`config.mk`:
```
export PLATFORM = sky130hd
export DESIGN_NAME = ps2_key_decoder_flat
export DESIGN_NICKNAME = d
export VERILOG_FILES = /design/src/rtl/ps2_key_decoder_if.sv /design/src/rtl/ps2_key_decoder.sv /design/src/flat_wrapper.sv
export SDC_FILE = /design/constraint.sdc
export NUM_CORES = 1
export LEC_CHECK = 0
export CORE_ASPECT_RATIO = 1.25
export CORE_MARGIN = 2
export CORE_UTILIZATION = 56
export CTS_BUF_LIST = sky130_fd_sc_hd__clkbuf_4 sky130_fd_sc_hd__clkbuf_8
export CTS_CLUSTER_DIAMETER = 50
export DETAILED_ROUTE_END_ITERATION = 6
export PLACE_DENSITY = 0.81
export REMOVE_ABC_BUFFERS = 1
export SYNTH_ARGS = -nofsm -noshare
export SYNTH_HDL_FRONTEND = slang
export SYNTH_SLANG_ARGS = --single-unit
export TNS_END_PERCENT = 100
```
`constraint.sdc`:
```
create_clock -name CLOCK_50 -period 2.25 [get_ports CLOCK_50]
set_clock_uncertainty 0.05 [all_clocks]
set_input_delay 0.225 -clock CLOCK_50 [delete_from_list [all_inputs] [get_ports CLOCK_50]]
set_output_delay 0.225 -clock CLOCK_50 [all_outputs]
set_load 0.03 [all_outputs]
```
`src/rtl/ps2_key_decoder_if.sv`:
```
// Byte stream from the PS/2 receiver into the key decoder, and the decoded
// command strobes plus debug state coming back out.
interface ps2_key_decoder_if;
  logic [7:0] ps2_byte;
  logic       ps2_byte_valid;
  logic       hit_pressed;
  logic       stand_pressed;
  logic       deal_pressed;
  logic [2:0] keys_held;
  logic [7:0] last_code;
  logic       seq_error;

  modport master (
    output ps2_byte, ps2_byte_valid,
    input  hit_pressed, stand_pressed, deal_pressed, keys_held, last_code, seq_error
  );

  modport slave (
    input  ps2_byte, ps2_byte_valid,
    output hit_pressed, stand_pressed, deal_pressed, keys_held, last_code, seq_error
  );
endinterface

```
`src/rtl/ps2_key_decoder.sv`:
```
// Turns PS/2 set-2 scan codes into one-shot blackjack command strobes,
// tracking make/break/extended prefixes and per-key held state.
//
// state   | meaning
// --------+--------------------------------------------
// IDLE    | no prefix pending; make codes are decoded
// BRK     | F0 seen; next key code is a release
// EXT     | E0 seen; next byte belongs to an extended key
// EXT_BRK | E0 F0 seen; next byte releases an extended key
module ps2_key_decoder #(
  parameter logic [7:0]  HIT_CODE       = 8'h33,
  parameter logic [7:0]  STAND_CODE     = 8'h1B,
  parameter logic [7:0]  DEAL_CODE      = 8'h23,
  parameter int unsigned TIMEOUT_CYCLES = 100000
) (
  input logic             CLOCK_50,
  input logic             reset,
  ps2_key_decoder_if.slave bus
);

  localparam logic [7:0] CODE_BRK      = 8'hF0;
  localparam logic [7:0] CODE_EXT      = 8'hE0;
  localparam logic [7:0] CODE_BAT_PASS = 8'hAA;
  localparam logic [7:0] CODE_BAT_FAIL = 8'hFC;

  localparam int CW = $clog2(TIMEOUT_CYCLES + 1);
  // Compare against the pre-increment value so the timeout fires on the
  // edge where the counter would reach TIMEOUT_CYCLES-1.
  localparam logic [CW-1:0] CNT_FIRE = CW'(TIMEOUT_CYCLES - 2);

  typedef enum logic [1:0] {
    IDLE    = 2'd0,
    BRK     = 2'd1,
    EXT     = 2'd2,
    EXT_BRK = 2'd3
  } state_t;

  state_t        state;
  logic [CW-1:0] tmo_cnt;

  logic is_brk, is_ext, is_hit, is_stand, is_deal, is_bat;

  always_comb begin
    is_brk   = (bus.ps2_byte == CODE_BRK);
    is_ext   = (bus.ps2_byte == CODE_EXT);
    is_hit   = (bus.ps2_byte == HIT_CODE);
    is_stand = (bus.ps2_byte == STAND_CODE);
    is_deal  = (bus.ps2_byte == DEAL_CODE);
    is_bat   = (bus.ps2_byte == CODE_BAT_PASS) || (bus.ps2_byte == CODE_BAT_FAIL);
  end

  always_ff @(posedge CLOCK_50 or posedge reset) begin
    if (reset) begin
      state             <= IDLE;
      tmo_cnt           <= '0;
      bus.hit_pressed   <= 1'b0;
      bus.stand_pressed <= 1'b0;
      bus.deal_pressed  <= 1'b0;
      bus.keys_held     <= 3'b000;
      bus.last_code     <= 8'h00;
      bus.seq_error     <= 1'b0;
    end else begin
      bus.hit_pressed   <= 1'b0;
      bus.stand_pressed <= 1'b0;
      bus.deal_pressed  <= 1'b0;
      bus.seq_error     <= 1'b0;

      if (bus.ps2_byte_valid) begin
        bus.last_code <= bus.ps2_byte;
        tmo_cnt       <= '0;
        unique case (state)
          IDLE: begin
            if (is_brk) begin
              state <= BRK;
            end else if (is_ext) begin
              state <= EXT;
            end else if (is_hit) begin
              if (!bus.keys_held[0]) begin
                bus.keys_held[0] <= 1'b1;
                bus.hit_pressed  <= 1'b1;
              end
            end else if (is_stand) begin
              if (!bus.keys_held[1]) begin
                bus.keys_held[1]  <= 1'b1;
                bus.stand_pressed <= 1'b1;
              end
            end else if (is_deal) begin
              if (!bus.keys_held[2]) begin
                bus.keys_held[2] <= 1'b1;
                bus.deal_pressed <= 1'b1;
              end
            end else if (is_bat) begin
              bus.keys_held <= 3'b000;
            end
          end
          BRK: begin
            if (is_brk) begin
              bus.seq_error <= 1'b1;
            end else if (is_ext) begin
              bus.seq_error <= 1'b1;
              state         <= EXT;
            end else begin
              if (is_hit)   bus.keys_held[0] <= 1'b0;
              if (is_stand) bus.keys_held[1] <= 1'b0;
              if (is_deal)  bus.keys_held[2] <= 1'b0;
              state <= IDLE;
            end
          end
          EXT: begin
            if (is_brk) begin
              state <= EXT_BRK;
            end else if (is_ext) begin
              bus.seq_error <= 1'b1;
            end else begin
              state <= IDLE;
            end
          end
          EXT_BRK: begin
            state <= IDLE;
          end
          default: state <= IDLE;
        endcase
      end else if (state != IDLE) begin
        if (tmo_cnt == CNT_FIRE) begin
          state         <= IDLE;
          tmo_cnt       <= '0;
          bus.seq_error <= 1'b1;
        end else begin
          tmo_cnt <= tmo_cnt + CW'(1);
        end
      end else begin
        tmo_cnt <= '0;
      end
    end
  end

endmodule
```
`src/flat_wrapper.sv`:
```
// flat-port wrapper written by rule: the top's interface ports become plain ports
module ps2_key_decoder_flat 
#(
  parameter logic [7:0]  HIT_CODE       = 8'h33,
  parameter logic [7:0]  STAND_CODE     = 8'h1B,
  parameter logic [7:0]  DEAL_CODE      = 8'h23,
  parameter int unsigned TIMEOUT_CYCLES = 100000
)
  (CLOCK_50, reset, bus_ps2_byte, bus_ps2_byte_valid, bus_hit_pressed, bus_stand_pressed, bus_deal_pressed, bus_keys_held, bus_last_code, bus_seq_error);
  ps2_key_decoder_if bus_i ();
  input logic CLOCK_50;
  input logic reset;
  input wire logic [$bits(bus_i.ps2_byte)-1:0] bus_ps2_byte;
  input wire logic [$bits(bus_i.ps2_byte_valid)-1:0] bus_ps2_byte_valid;
  output wire logic [$bits(bus_i.hit_pressed)-1:0] bus_hit_pressed;
  output wire logic [$bits(bus_i.stand_pressed)-1:0] bus_stand_pressed;
  output wire logic [$bits(bus_i.deal_pressed)-1:0] bus_deal_pressed;
  output wire logic [$bits(bus_i.keys_held)-1:0] bus_keys_held;
  output wire logic [$bits(bus_i.last_code)-1:0] bus_last_code;
  output wire logic [$bits(bus_i.seq_error)-1:0] bus_seq_error;
  assign bus_i.ps2_byte = bus_ps2_byte;
  assign bus_i.ps2_byte_valid = bus_ps2_byte_valid;
  assign bus_hit_pressed = bus_i.hit_pressed;
  assign bus_stand_pressed = bus_i.stand_pressed;
  assign bus_deal_pressed = bus_i.deal_pressed;
  assign bus_keys_held = bus_i.keys_held;
  assign bus_last_code = bus_i.last_code;
  assign bus_seq_error = bus_i.seq_error;
  ps2_key_decoder #(.HIT_CODE(HIT_CODE), .STAND_CODE(STAND_CODE), .DEAL_CODE(DEAL_CODE), .TIMEOUT_CYCLES(TIMEOUT_CYCLES)) u_core (.CLOCK_50(CLOCK_50), .reset(reset), .bus(bus_i));
endmodule
```
After elaboration in Yosys (flattened, before gate mapping)
Index checks and enable logic that the tools add are counted.
- flip-flop bits (word level): 34
- latch bits: 0
- RAM bits: 0
- bits in read-only memories: 0
- output and inout port bits: 15
- word-level logic and storage cells: 107
- memories: 0
- add/subtract/negate cells: 1
- multiply operators: 0
- div/mod/pow operators: 0
- magnitude comparators: 0
- eq/ne operators: 29
- shifts and indexed selects: 0
- multiplexer cells: 57
- bitwise logic cells: 0
- reductions and logical operators: 10
- operators by type and width (kind ; number):
    $mux W17 ; 3
    $mux W1 ; 35
    $eq A8 B8 Y1 const B ; 4
    $reduce_and A10 Y1 ; 3
    $mux W2 ; 11
    $add A17 B1 Y17 const B ; 1
    $eq A17 B17 Y1 const B ; 1
    $eq A8 B6 Y1 const B ; 2
    $mux W3 ; 5
    $ne A2 B2 Y1 const B ; 6
    $ne A3 B1 Y1 const B ; 3
    $ne A3 B2 Y1 const B ; 3
    $eq A8 B5 Y1 const B ; 1
    $pmux W2 S4 ; 1
    $reduce_bool A2 Y1 ; 4
    $ne A2 B1 Y1 const B ; 3
    $pmux W3 S2 ; 1
    $reduce_and A5 Y1 ; 1
    $eq A2 B2 Y1 const B ; 2
    $ne A4 B2 Y1 const B ; 1
    $ne A4 B3 Y1 const B ; 1
    $ne A3 B3 Y1 const B ; 1
    $eq A2 B1 Y1 const B ; 1
    $logic_not A2 Y1 ; 1
    other kinds (2) ; 2

Longest topological paths before layout
Gate-level depths: netlist of run 1.
- depth in word-level cells: 9
- depth in mapped cells: 8
- depth with buffers taken out: 7

Worst setup path after synthesis of run 1
No wires, ideal clock.
- kind: register -> register
- from: register u_core.tmo_cnt[5]
- to: register u_core.state[0]
- library setup time: 0.128 ns
- data arrival time: 1.643 ns
- data required time: 2.072 ns
- path slack: 0.429 ns
- cell stages (with the launch flop): 6
- path buffers: 0
- cell sequence: dfrtp_1 > or4b_1 > nor3_2 > nand3_1 > a221o_1 > mux2i_1
- word-level cells in the longest chain between the ends: 3
- ends and longest elaborated chain (item ; RTL line ; source):
    start, declared ; ps2_key_decoder.sv:39 ; logic [CW-1:0] tmo_cnt;
    start signal, assigned ; ps2_key_decoder.sv:129 ; tmo_cnt <= tmo_cnt + CW'(1);
    $eq A17 B17 Y1 ; ps2_key_decoder.sv:124 ; if (tmo_cnt == CNT_FIRE) begin
    $reduce_bool A2 Y1 (no source line) ; -- ;
    $reduce_and A5 Y1 (no source line) ; -- ;
    end signal, assigned ; ps2_key_decoder.sv:119 ; state <= IDLE;
    end signal, assigned ; ps2_key_decoder.sv:121 ; default: state <= IDLE;
    end signal, assigned ; ps2_key_decoder.sv:125 ; state <= IDLE;
    end, declared ; ps2_key_decoder.sv:38 ; state_t state;
No other way between the ends.
A chain may end at the register's enable or synchronous reset.

Worst setup path in the final report of run 1
- from: register u_core.tmo_cnt[5]
- to: register u_core.state[1]
The elaborated chain is that of the path after synthesis.

==> impl_results.md, run 1 <==
- Setup violations, final: 0
- CTS Buf Count: 5
- Combinational Power Share: 0.244
- Grt ovf: 0
- Worst IR Drop VDD: roughly 0.00059 V
- WL final: between 3000 and 4000 um
- Ys async rst share: 1.00
- Routed len/inst: between 15 and 20 um
- Non-filler instance count after layout: around 240
- Max_cap viols: 0
- # diodes: 0
- Critical path arrival: approximately 2.2 ns
- Initial antenna violation count: 0
- Net switching power: between 0.4 and 0.5 mW
- Total power: approximately 1.4 mW
- Area of the multi-input gates: roughly 860 um2
- First-pass GRT wire length: a little over 6000 um
- Vias in the first global route: around 1,400
- Final Max Slew Viols: 0
- Share of the yosys chip area belonging to registers: 0.483
- Post-CTS setup buffers: 0
- Sequential power share: 0.488
- Initial Util: 0.593
- Period utilization: 0.874
- DIE AREA: ~3600 um2
- Reg2reg setup slack: approximately 0.28 ns
- P_leak: 0.862 nW
- Min Hold Slack: roughly 0.22 ns
- Clock root cell: clkbuf_4
- Placed cell count: between 200 and 250
- Mapped Area: around 1800 um2
- Post-synthesis cell count: between 150 and 200
- Setup crit end kind: flip-flop
- Share of layout cells above drive strength 1: 0.117
- Clk sink count: 34
- Synth-to-Final Area Change: 20.7%
- Final HPWL DP: 2730 um
- Post-synth EDFFs: 0
- Internal power: roughly 0.94 mW
- Io pins: 26
- DR iter-0 viols: 52
- Pre-Repair DR Iteration Count: 4
- Die H: roughly 67 um
- Clk buf depth: 2
- Worst EP required: 2.46 ns
- Minimum clock period: around 2.0 ns
- Crit path kind: flip-flop to flip-flop
- Core area: a little under 3000 um2
- Power Dens Cells: about 640 nW/um2
- Post-cts resize count: 0
- Critical Path Start Type: flip-flop
- Layout Utilization: 0.716
- CTS H-tree depth: 2
- Clock latency on the worst-skew pair: around 0.33 ns
- Dominant synthesized flop cell: dfrtp_1
- Rows: 22
- DRC errors left: 0
- Syn. warnings: 0
- Vias: between 1,000 and 1,500
- Yosys cell types: 38
- Die X-Extent: approximately 54 um
- Fmax: ~500 MHz
- Reg area: approximately 850 um2
- Gpl congestion: about 0.90
- Routed Antenna Nets: 0
- Synth Register Bits: 34
- Switching share of power: 0.311
- Final Hold Fails: 0
- Pin count of the biggest net entering global routing: 35
- Slew margin rel.: 0.643
- Worst hold path class: input port to asynchronous set/reset pin
- RSZ-0062 raised after global routing: false
- CTS tree: yes
- Worst-Margin Slew: around 0.53 ns
- Total track usage: 0.236
- Synth Area per Inst: 10.1 um2
- Critical-path maximum fanout: 6
- Clock Power Share: 0.268
- Fill cells: 218
- Routed vias/inst: around 5.7
- Outcome: finished, final reports clean
- Clock-pin slew on the worst setup and hold paths: ~0.10 ns
- Setup TNS: 0 ns
- Post-CTS Hold Fix Bufs: 0
- I/O Buffers: 25
- Nets: 221
==> layout by cell type, fill, tap and decap left out, types with 3 or more instances in the layout <==
| cell type | instances |
|---|---|
| buf_4 | 4 |
| nor3b_1 | 3 |
| nor4_1 | 4 |
| dfrtp_1 | 34 |
| o21ai_0 | 7 |
| nor3_1 | 3 |
| mux2_2 | 8 |
| nand4_1 | 3 |
| nand2b_1 | 5 |
| nand2_1 | 11 |
| nor2_1 | 24 |
| xnor2_1 | 6 |
| nand3_1 | 10 |
| clkbuf_4 | 6 |
| inv_1 | 8 |
| xor2_1 | 10 |
| ha_1 | 5 |
| clkdlybuf4s50_1 | 25 |
| mux2i_1 | 3 |
==> worst max-delay path: stages (launching register included) <==
cell	delay [ns]
dfrtp_1	0.45
or4b_1	0.54
nor3_2	0.15
nand3_1	0.12
a221o_1	0.40
mux2i_1	0.18
==> flip-flops by register name, indices dropped and copies added, names as in the netlist <==
name	cells
u_core.bus.hit_pressed	1
u_core.bus.keys_held	3
u_core.bus.seq_error	1
u_core.tmo_cnt	17
u_core.bus.stand_pressed	1
u_core.bus.last_code	8
u_core.state	2
u_core.bus.deal_pressed	1
==> cells in the mapped netlist, types with 3 or more instances <==
| cell type | n | area (um2) |
|---|---|---|
| clkbuf_1 | 5 | 18.8 |
| dfrtp_1 | 34 | 851 |
| nor3_1 | 3 | 15.0 |
| inv_1 | 8 | 30.0 |
| nand3_1 | 10 | 50.1 |
| o21ai_0 | 7 | 35.0 |
| ha_1 | 5 | 62.6 |
| nand4_1 | 3 | 18.8 |
| nand2b_1 | 5 | 31.3 |
| nor2_1 | 24 | 90.1 |
| mux2_2 | 8 | 90.1 |
| xor2_1 | 10 | 87.6 |
| xnor2_1 | 6 | 52.6 |
| nand2_1 | 11 | 41.3 |
| mux2i_1 | 3 | 30.0 |
| nor3b_1 | 3 | 22.5 |
| nor4_1 | 4 | 25.0 |
==> area by class of cell <==
| cell class | instances | share of cell area |
|---|---|---|
| inverters | 8 | 0.0141 |
| multi-input cells | 127 | 0.403 |
| flip-flops and latches | 34 | 0.400 |
| well taps | 36 | 0.0212 |
| clock inverters | 1 | 0.00235 |
| repair buffers | 29 | 0.132 |
| clock buffers | 7 | 0.0276 |
==> per-layer routing <==
| layer | track usage | share of wire | vias to the layer above |
|---|---|---|---|
| met5 | 0 | 0 | - |
| met4 | 0.0969 | 0.014 | 0 |
| met3 | 0.0717 | 0.036 | 6 |
| met2 | 0.378 | 0.52 | 34 |
| met1 | 0.289 | 0.43 | 673 |
| li1 | - | - | 677 |
==> stage by stage <==
stage,worst slack [ns],instance area (um2)
floorplan,0.429,1740
global placement,0.193,2060
detailed placement,0.0994,2060
CTS,0.266,2130
global route,0.140,2130
finish,0.282,2130
==> logic make-up after synthesis <==
family / Yosys count / synth area share
and+or+nand+nor: 76 / 0.230
AOI/OAI and AO/OA: 19 / 0.0738
buffers and inverters: 14 / 0.0305
muxes: 11 / 0.0681
DFF: 34 / 0.483
xor gates and xnor gates: 16 / 0.0795
adders and majority gates: 5 / 0.0355
==> worst paths after layout <==
path | start | end | depth (start not counted)
setup / recovery | u_core.tmo_cnt[5] | u_core.state[1] | 5
hold / removal | reset | u_core.bus.last_code[2] | 3
setup reg to reg | u_core.tmo_cnt[5] | u_core.state[1] | 5
hold reg to reg | u_core.bus.keys_held[2] | u_core.bus.deal_pressed | 1
max in group asynchronous | reset | u_core.tmo_cnt[3] | 3
min in group CLOCK_50 | u_core.bus.keys_held[2] | u_core.bus.deal_pressed | 1
==> power by group through the flow <==
stage	Clock (mW)	Combinational (mW)	Sequential, mW
floorplan	0	0.177	0.713
global placement	0	0.320	0.678
detailed placement	0	0.332	0.681
CTS	0.374	0.335	0.668
global route	0.401	0.369	0.673
finish	0.367	0.335	0.668
(Power assumes the default switching activity.)
==> run 2, diff against run 1 <==
- CORE_UTILIZATION: 56 -> 60
- PLACE_DENSITY: 0.81 -> 0.86
- clock period: 2.25 -> 2.45 ns (I/O delays scaled with it)
==> run 2 against run 1 <==
- die area is 6.2% lower
- critical path depth stayed put
- design area is 1.5% lower
- routed wire length is 9.3% lower
- sequential cell count stayed put
- utilization is 1.7 points higher
- largest power group unchanged
- highest routed layer unchanged
==> impl_results.md, run 2 (same netlist as run 1, synthesis figures left out) <==
- Minimum clock period: 1.98 ns (+0.0143 ns)
- Routed vias/inst: 5.80 (+1.0%)
- M1 wire length: 1430 um (-7.9%)
- Critical-path maximum fanout: 6 (unchanged)
- Pre-Repair DR Iteration Count: 5 (+1)
- Slowest stage delay, CP: 0.54 ns (about the same)
- Reg area: 851 um2 (unchanged)
- Synth-to-Final Area Change: 18.9%
- Outcome: finished, final reports clean
- Vias: 1,387 (-0.22%)
- Setup TNS: 0 ns (unchanged)
- P_leak: 0.845 nW (-2.0%)
- Critical Path Start Type: flip-flop
- Slew margin rel.: 0.654 (+0.0115)
- Post-CTS Hold Fix Bufs: 0 (unchanged)
- Pin count of the biggest net entering global routing: 35 (unchanged)
- CTS tree: yes
- Internal power: 0.817 mW (-13%)
- Initial Util: 0.616 (+0.0228)
- Worst IR Drop VDD: 0.000410 V (-30%)
- DIE AREA: 3390 um2 (-6.2%)
- Final HPWL DP: 2410 um (-12%)
- Sequential power share: 0.516 (+0.028)
- Met2 wire len: 1650 um (-13%)
- Core area: 2860 um2 (-3.7%)
- Most common cell after layout, fill and taps aside: dfrtp_1
- WL final: 3300 um (-9.3%)
- Most frequent cells in the layout: 34 x dfrtp_1, 25 x clkdlybuf4s50_1, 24 x nor2_1, 11 x nand2_1
- DRC errors left: 0 (unchanged)
- Vias in the first global route: 1,294 (-6.5%)
- Power Dens Cells: 567 nW/um2 (-12%)
- Worst-Margin Slew: 0.517 ns (-0.0173 ns)
- Worst EP required: 2.61 ns (+0.15 ns)
- Gpl congestion: 0.871 (-3.0%)
- Io pins: 26 (unchanged)
- Routed Antenna Nets: 0 (unchanged)
- Clock-pin slew on the worst setup and hold paths: 0.09 ns (about the same)
- Worst path cell trace: or4b_1 > nor3_2 > nand3_1 > a221o_1 > mux2i_1
- Crit path kind: flip-flop to flip-flop
- Clk buf depth: 2 (unchanged)
- Total power: 1.19 mW (-13%)
- Number of flip-flops under the largest register name: 17 (unchanged)
- Die H: 64.6 um (-3.2%)
- Clk sink count: 34 (unchanged)
- Fmax: 505 MHz (-0.72%)
- Biggest regs: u_core.tmo_cnt (17), u_core.bus.last_code (8), u_core.bus.keys_held (3)
- WL met3: 154 um (+17%)
- Die X-Extent: 52.5 um (-3.1%)
- Period utilization: 0.809 (-0.0655)
- Fill cells: 211 (-3.2%)
- DR iter-0 viols: 60 (+15%)
- CTS H-tree depth: 2 (unchanged)
- Nets: 219 (-0.90%)
- I/O Buffers: 25 (unchanged)
- Max_cap viols: 0 (unchanged)
- Grt ovf: 0 (unchanged)
- Post-cts resize count: 0 (unchanged)
- Routed len/inst: 13.8 um (-8.1%)
- Reg with most FFs: u_core.tmo_cnt
- Clock root cell: clkbuf_4
- Final Hold Fails: 0 (unchanged)
- Total track usage: 0.232 (-0.00401)
- CP top delay family: simple AND/OR/NAND/NOR gates
- Initial antenna violation count: 0 (unchanged)
- # diodes: 0 (unchanged)
- Setup crit end kind: flip-flop
- Net switching power: 0.371 mW (-13%)
- CTS Buf Count: 5 (unchanged)
- Slowest CP cell: or4b_1
- Clock latency on the worst-skew pair: 0.33 ns (about the same)
- RSZ-0062 raised after global routing: false
- Combinational Power Share: 0.253 (+0.009)
- Worst hold path class: input port to asynchronous set/reset pin
- CP bufs+invs: 0 (unchanged)
- Area of the multi-input gates: 858 um2 (unchanged)
- First-pass GRT wire length: 5830 um (-4.8%)
- Critical path arrival: 2.15 ns (-0.03 ns)
- Rows: 22 (unchanged)
- Highest routed layer: met4
- Final Max Slew Viols: 0 (unchanged)
- Post-CTS setup buffers: 0 (unchanged)
- Setup violations, final: 0 (unchanged)
- Clock Power Share: 0.232 (-0.036)
- Switching share of power: 0.312 (+0.00151)
- Share of layout cells above drive strength 1: 0.103 (-0.0131)
==> run 2: final cells by class <==
cell class / instances / area share
clock buffer: 5 / 0.0179
tap: 36 / 0.0215
multi-input combinational: 127 / 0.409
inverter: 8 / 0.0143
clock inverter: 2 / 0.00477
timing repair buffer: 27 / 0.126
sequential: 34 / 0.406
==> run 2: final timing paths <==
path | startpoint | to | slack (ns) | cells past startpoint
max in group asynchronous | reset | u_core.tmo_cnt[10] | 1.79 | 3
min in group CLOCK_50 | u_core.bus.keys_held[1] | u_core.bus.stand_pressed | 0.42 | 1
max | u_core.tmo_cnt[5] | u_core.state[0] | 0.47 | 5
max reg2reg | u_core.tmo_cnt[5] | u_core.state[0] | 0.47 | 5
min reg2reg | u_core.bus.keys_held[1] | u_core.bus.stand_pressed | 0.42 | 1
min | reset | u_core.tmo_cnt[8] | 0.25 | 3
==> run 2: tightest hold or removal path, cell delays in order <==
cell             delay (ns)
clkdlybuf4s50_1        0.40
inv_1                  0.05
buf_4                  0.37
==> run 2: through the flow <==
step           utilization  instance area [um2]  hold WS, ns  setup WS (ns)  std cells
2_1_floorplan            -                 1740        0.337          0.629        169
3_3_place_gp         0.716                 2050        0.401          0.290        232
3_5_place_dp         0.716                 2050        0.411          0.217        232
4_1_cts              0.733                 2100        0.269          0.455        239
5_1_grt              0.733                 2100        0.298          0.282        239
6_report             0.733                 2100        0.254          0.468        239
==> run 2: layer usage <==
| metal | GRT usage | up-vias |
|---|---|---|
| met5 | 0 | - |
| met4 | 0.119 | 0 |
| met3 | 0.0668 | 7 |
| met2 | 0.345 | 46 |
| met1 | 0.304 | 667 |
| li1 | - | 667 |
==> run 2: power by group through the flow <==
stage               logic, mW  registers, mW  clock network (mW)
floorplan               0.163          0.655                   0
global placement        0.290          0.622                   0
detailed placement      0.298          0.624                   0
CTS                     0.299          0.614               0.285
global route            0.333          0.618               0.303
finish                  0.300          0.613               0.275
==> run 3, diff against run 2 <==
- CORE_UTILIZATION: 60 -> 56
- PLACE_DENSITY: 0.86 -> 0.81
- clock period: 2.45 -> 2 ns (I/O delays scaled with it)
==> run 3 against run 2 <==
- clock-buffer cell count is the same
- first-iteration DRC count fell by 20%
- global-route usage rose by 0.94 points
- sequential power is 22% higher
- via count rose by 1.8%
- register-to-register slack got worse by 0.36 ns
- highest routed layer unchanged
- critical path depth unchanged
- utilization increased by 0.49 points
- combinational power rose by 36%
- sequential share of layout area is 1.8 points lower
- non-clock buffer count rose by 12
- die area is 6.6% higher
==> impl_results.md, run 3 (same netlist as run 1, synthesis figures left out) <==
- Worst-Margin Slew: 0.415 ns (-0.103 ns)
- Min Hold Slack: 0.196 ns (-0.0582 ns)
- DRC errors left: 0 (unchanged)
- Fmax: 528 MHz (+4.6%)
- Worst IR Drop VDD: 0.000501 V (+22%)
- # diodes: 0 (unchanged)
- DIE AREA: 3620 um2 (+6.6%)
- Total track usage: 0.241 (+0.00944)
- Vias in the first global route: 1,465 (+13%)
- Routed Antenna Nets: 0 (unchanged)
- CP startpoint: u_core.tmo_cnt[8]
- Routed vias/inst: 5.63 (-3.1%)
- Minimum clock period: 1.89 ns (-0.0870 ns)
- Number of flip-flops under the largest register name: 17 (unchanged)
- Nets: 231 (+5.5%)
- Final HPWL DP: 2790 um (+16%)
- Max_cap viols: 0 (unchanged)
- Setup crit end kind: flip-flop
- CTS Buf Count: 5 (unchanged)
- Most common cell after layout, fill and taps aside: dfrtp_1
- Gpl congestion: 0.887 (+1.8%)
- Vias: 1,412 (+1.8%)
- Setup violations, final: 0 (unchanged)
- CTS tree: yes
- Worst setup margin: 0.105 ns (-0.363 ns)
- Synth-to-Final Area Change: 24.3%
- Final Max Slew Viols: 0 (unchanged)
- Worst hold path class: input port to asynchronous set/reset pin
- Initial Util: 0.593 (-0.0228)
- Slew margin rel.: 0.724 (+0.0693)
- Clk sink count: 34 (unchanged)
- DR iter-0 viols: 48 (-20%)
- Cell area after layout: 2190 um2 (+4.5%)
- Core area: 2970 um2 (+3.8%)
- Outcome: finished, final reports clean
- Pre-CTS setup slack: -0.0165 ns (-0.233 ns)
- Critical Path Start Type: flip-flop
- Clk buf depth: 2 (unchanged)
- Non-filler instance count after layout: 251 (+5.0%)
- Initial antenna violation count: 0 (unchanged)
- P_leak: 0.903 nW (+6.9%)
- Pin count of the biggest net entering global routing: 35 (unchanged)
- Power Dens Cells: 687 nW/um2 (+21%)
- Clock root cell: clkbuf_4
- Total power: 1.51 mW (+27%)
- Share of layout cells above drive strength 1: 0.158 (+0.0547)
- Final Hold Fails: 0 (unchanged)
- Post-CTS setup buffers: 0 (unchanged)
- Critical-path maximum fanout: 3 (-3)
- Worst EP required: 2.17 ns (-0.44 ns)
- I/O Buffers: 25 (unchanged)
- Die X-Extent: 54.2 um (+3.2%)
- Reg area: 851 um2 (unchanged)
- Crit path kind: flip-flop to flip-flop
- Area of the multi-input gates: 863 um2 (+0.58%)
- Io pins: 26 (unchanged)
- RSZ-0062 raised after global routing: false
- Critical path arrival: 2.07 ns (-0.08 ns)
- CTS H-tree depth: 2 (unchanged)
- Clock-pin slew on the worst setup and hold paths: 0.10 ns (about the same)
- Die H: 66.7 um (+3.3%)
- Pre-Repair DR Iteration Count: 4 (-1)
- Grt ovf: 0 (unchanged)
- Reg with most FFs: u_core.tmo_cnt
- Clock latency on the worst-skew pair: 0.33 ns (about the same)
- Placed cell count: 244 (+5.2%)
- Biggest regs: u_core.tmo_cnt (17), u_core.bus.last_code (8), u_core.bus.keys_held (3)
- Most frequent cells in the layout: 34 x dfrtp_1, 25 x clkdlybuf4s50_1, 24 x nor2_1, 14 x buf_4, 11 x nand2_1
- Reg-to-reg startpoint: u_core.tmo_cnt[8]
- Routed len/inst: 14.4 um (+4.1%)
- Period utilization: 0.947 (+0.138)
- DP Area: 2140 um2 (+4.4%)
- Fill cells: 211 (unchanged)
- Rows: 22 (unchanged)
- WL final: 3610 um (+9.4%)
- First-pass GRT wire length: 6300 um (+8.0%)
==> run 3: final timing paths <==
path                                           end  slack (ns)  cells after the start
setup / recovery                   u_core.state[0]        0.11                      5
hold / removal                   u_core.tmo_cnt[4]        0.20                      3
setup reg to reg                   u_core.state[0]        0.11                      5
hold reg to reg             u_core.bus.hit_pressed        0.42                      1
max in group asynchronous  u_core.bus.deal_pressed        1.41                      3
min in group CLOCK_50       u_core.bus.hit_pressed        0.42                      1
==> run 3: layer usage <==
layer	share of wire	vias up	track usage	wire, um
li1	-	688	-	-
met1	0.42	687	0.286	1520
met2	0.52	26	0.383	1870
met3	0.034	11	0.0762	124
met4	0.025	0	0.125	91
met5	0	-	0	0
==> run 3: per-stage QoR <==
step / utilization / setup TNS (ns)
after global routing: 0.737 / 0
after detailed placement: 0.720 / -0.0165
after global placement: 0.720 / 0
after floorplan: - / 0
final: 0.737 / 0
after CTS: 0.736 / 0
==> run 3: critical path: stages (launching register included) <==
cell	delay, ns
dfrtp_1	0.42
or4b_1	0.54
nor3_2	0.15
nand3_1	0.13
a221o_1	0.36
mux2i_1	0.13
==> run 3: where the power goes <==
part	leakage [nW]	switching, mW	total, mW	internal, mW
Clock	0.0308	0.223	0.349	0.126
Sequential	0.455	0.0258	0.750	0.725
Combinational	0.418	0.230	0.407	0.177
==> run 3: repair_timing <==
action                                  4_1_cts  5_1_grt
gates resized for setup                       0        1
endpoints found under the setup margin        0        3
hold buffers                                  0        0
==> run 3: layout make-up <==
class / instances / area share
Clock inverter: 2 / 0.00457
Tap cell: 36 / 0.0205
Inverter: 8 / 0.0137
Multi-Input combinational cell: 127 / 0.394
Clock buffer: 5 / 0.0171
Timing Repair Buffer: 39 / 0.162
Sequential cell: 34 / 0.388
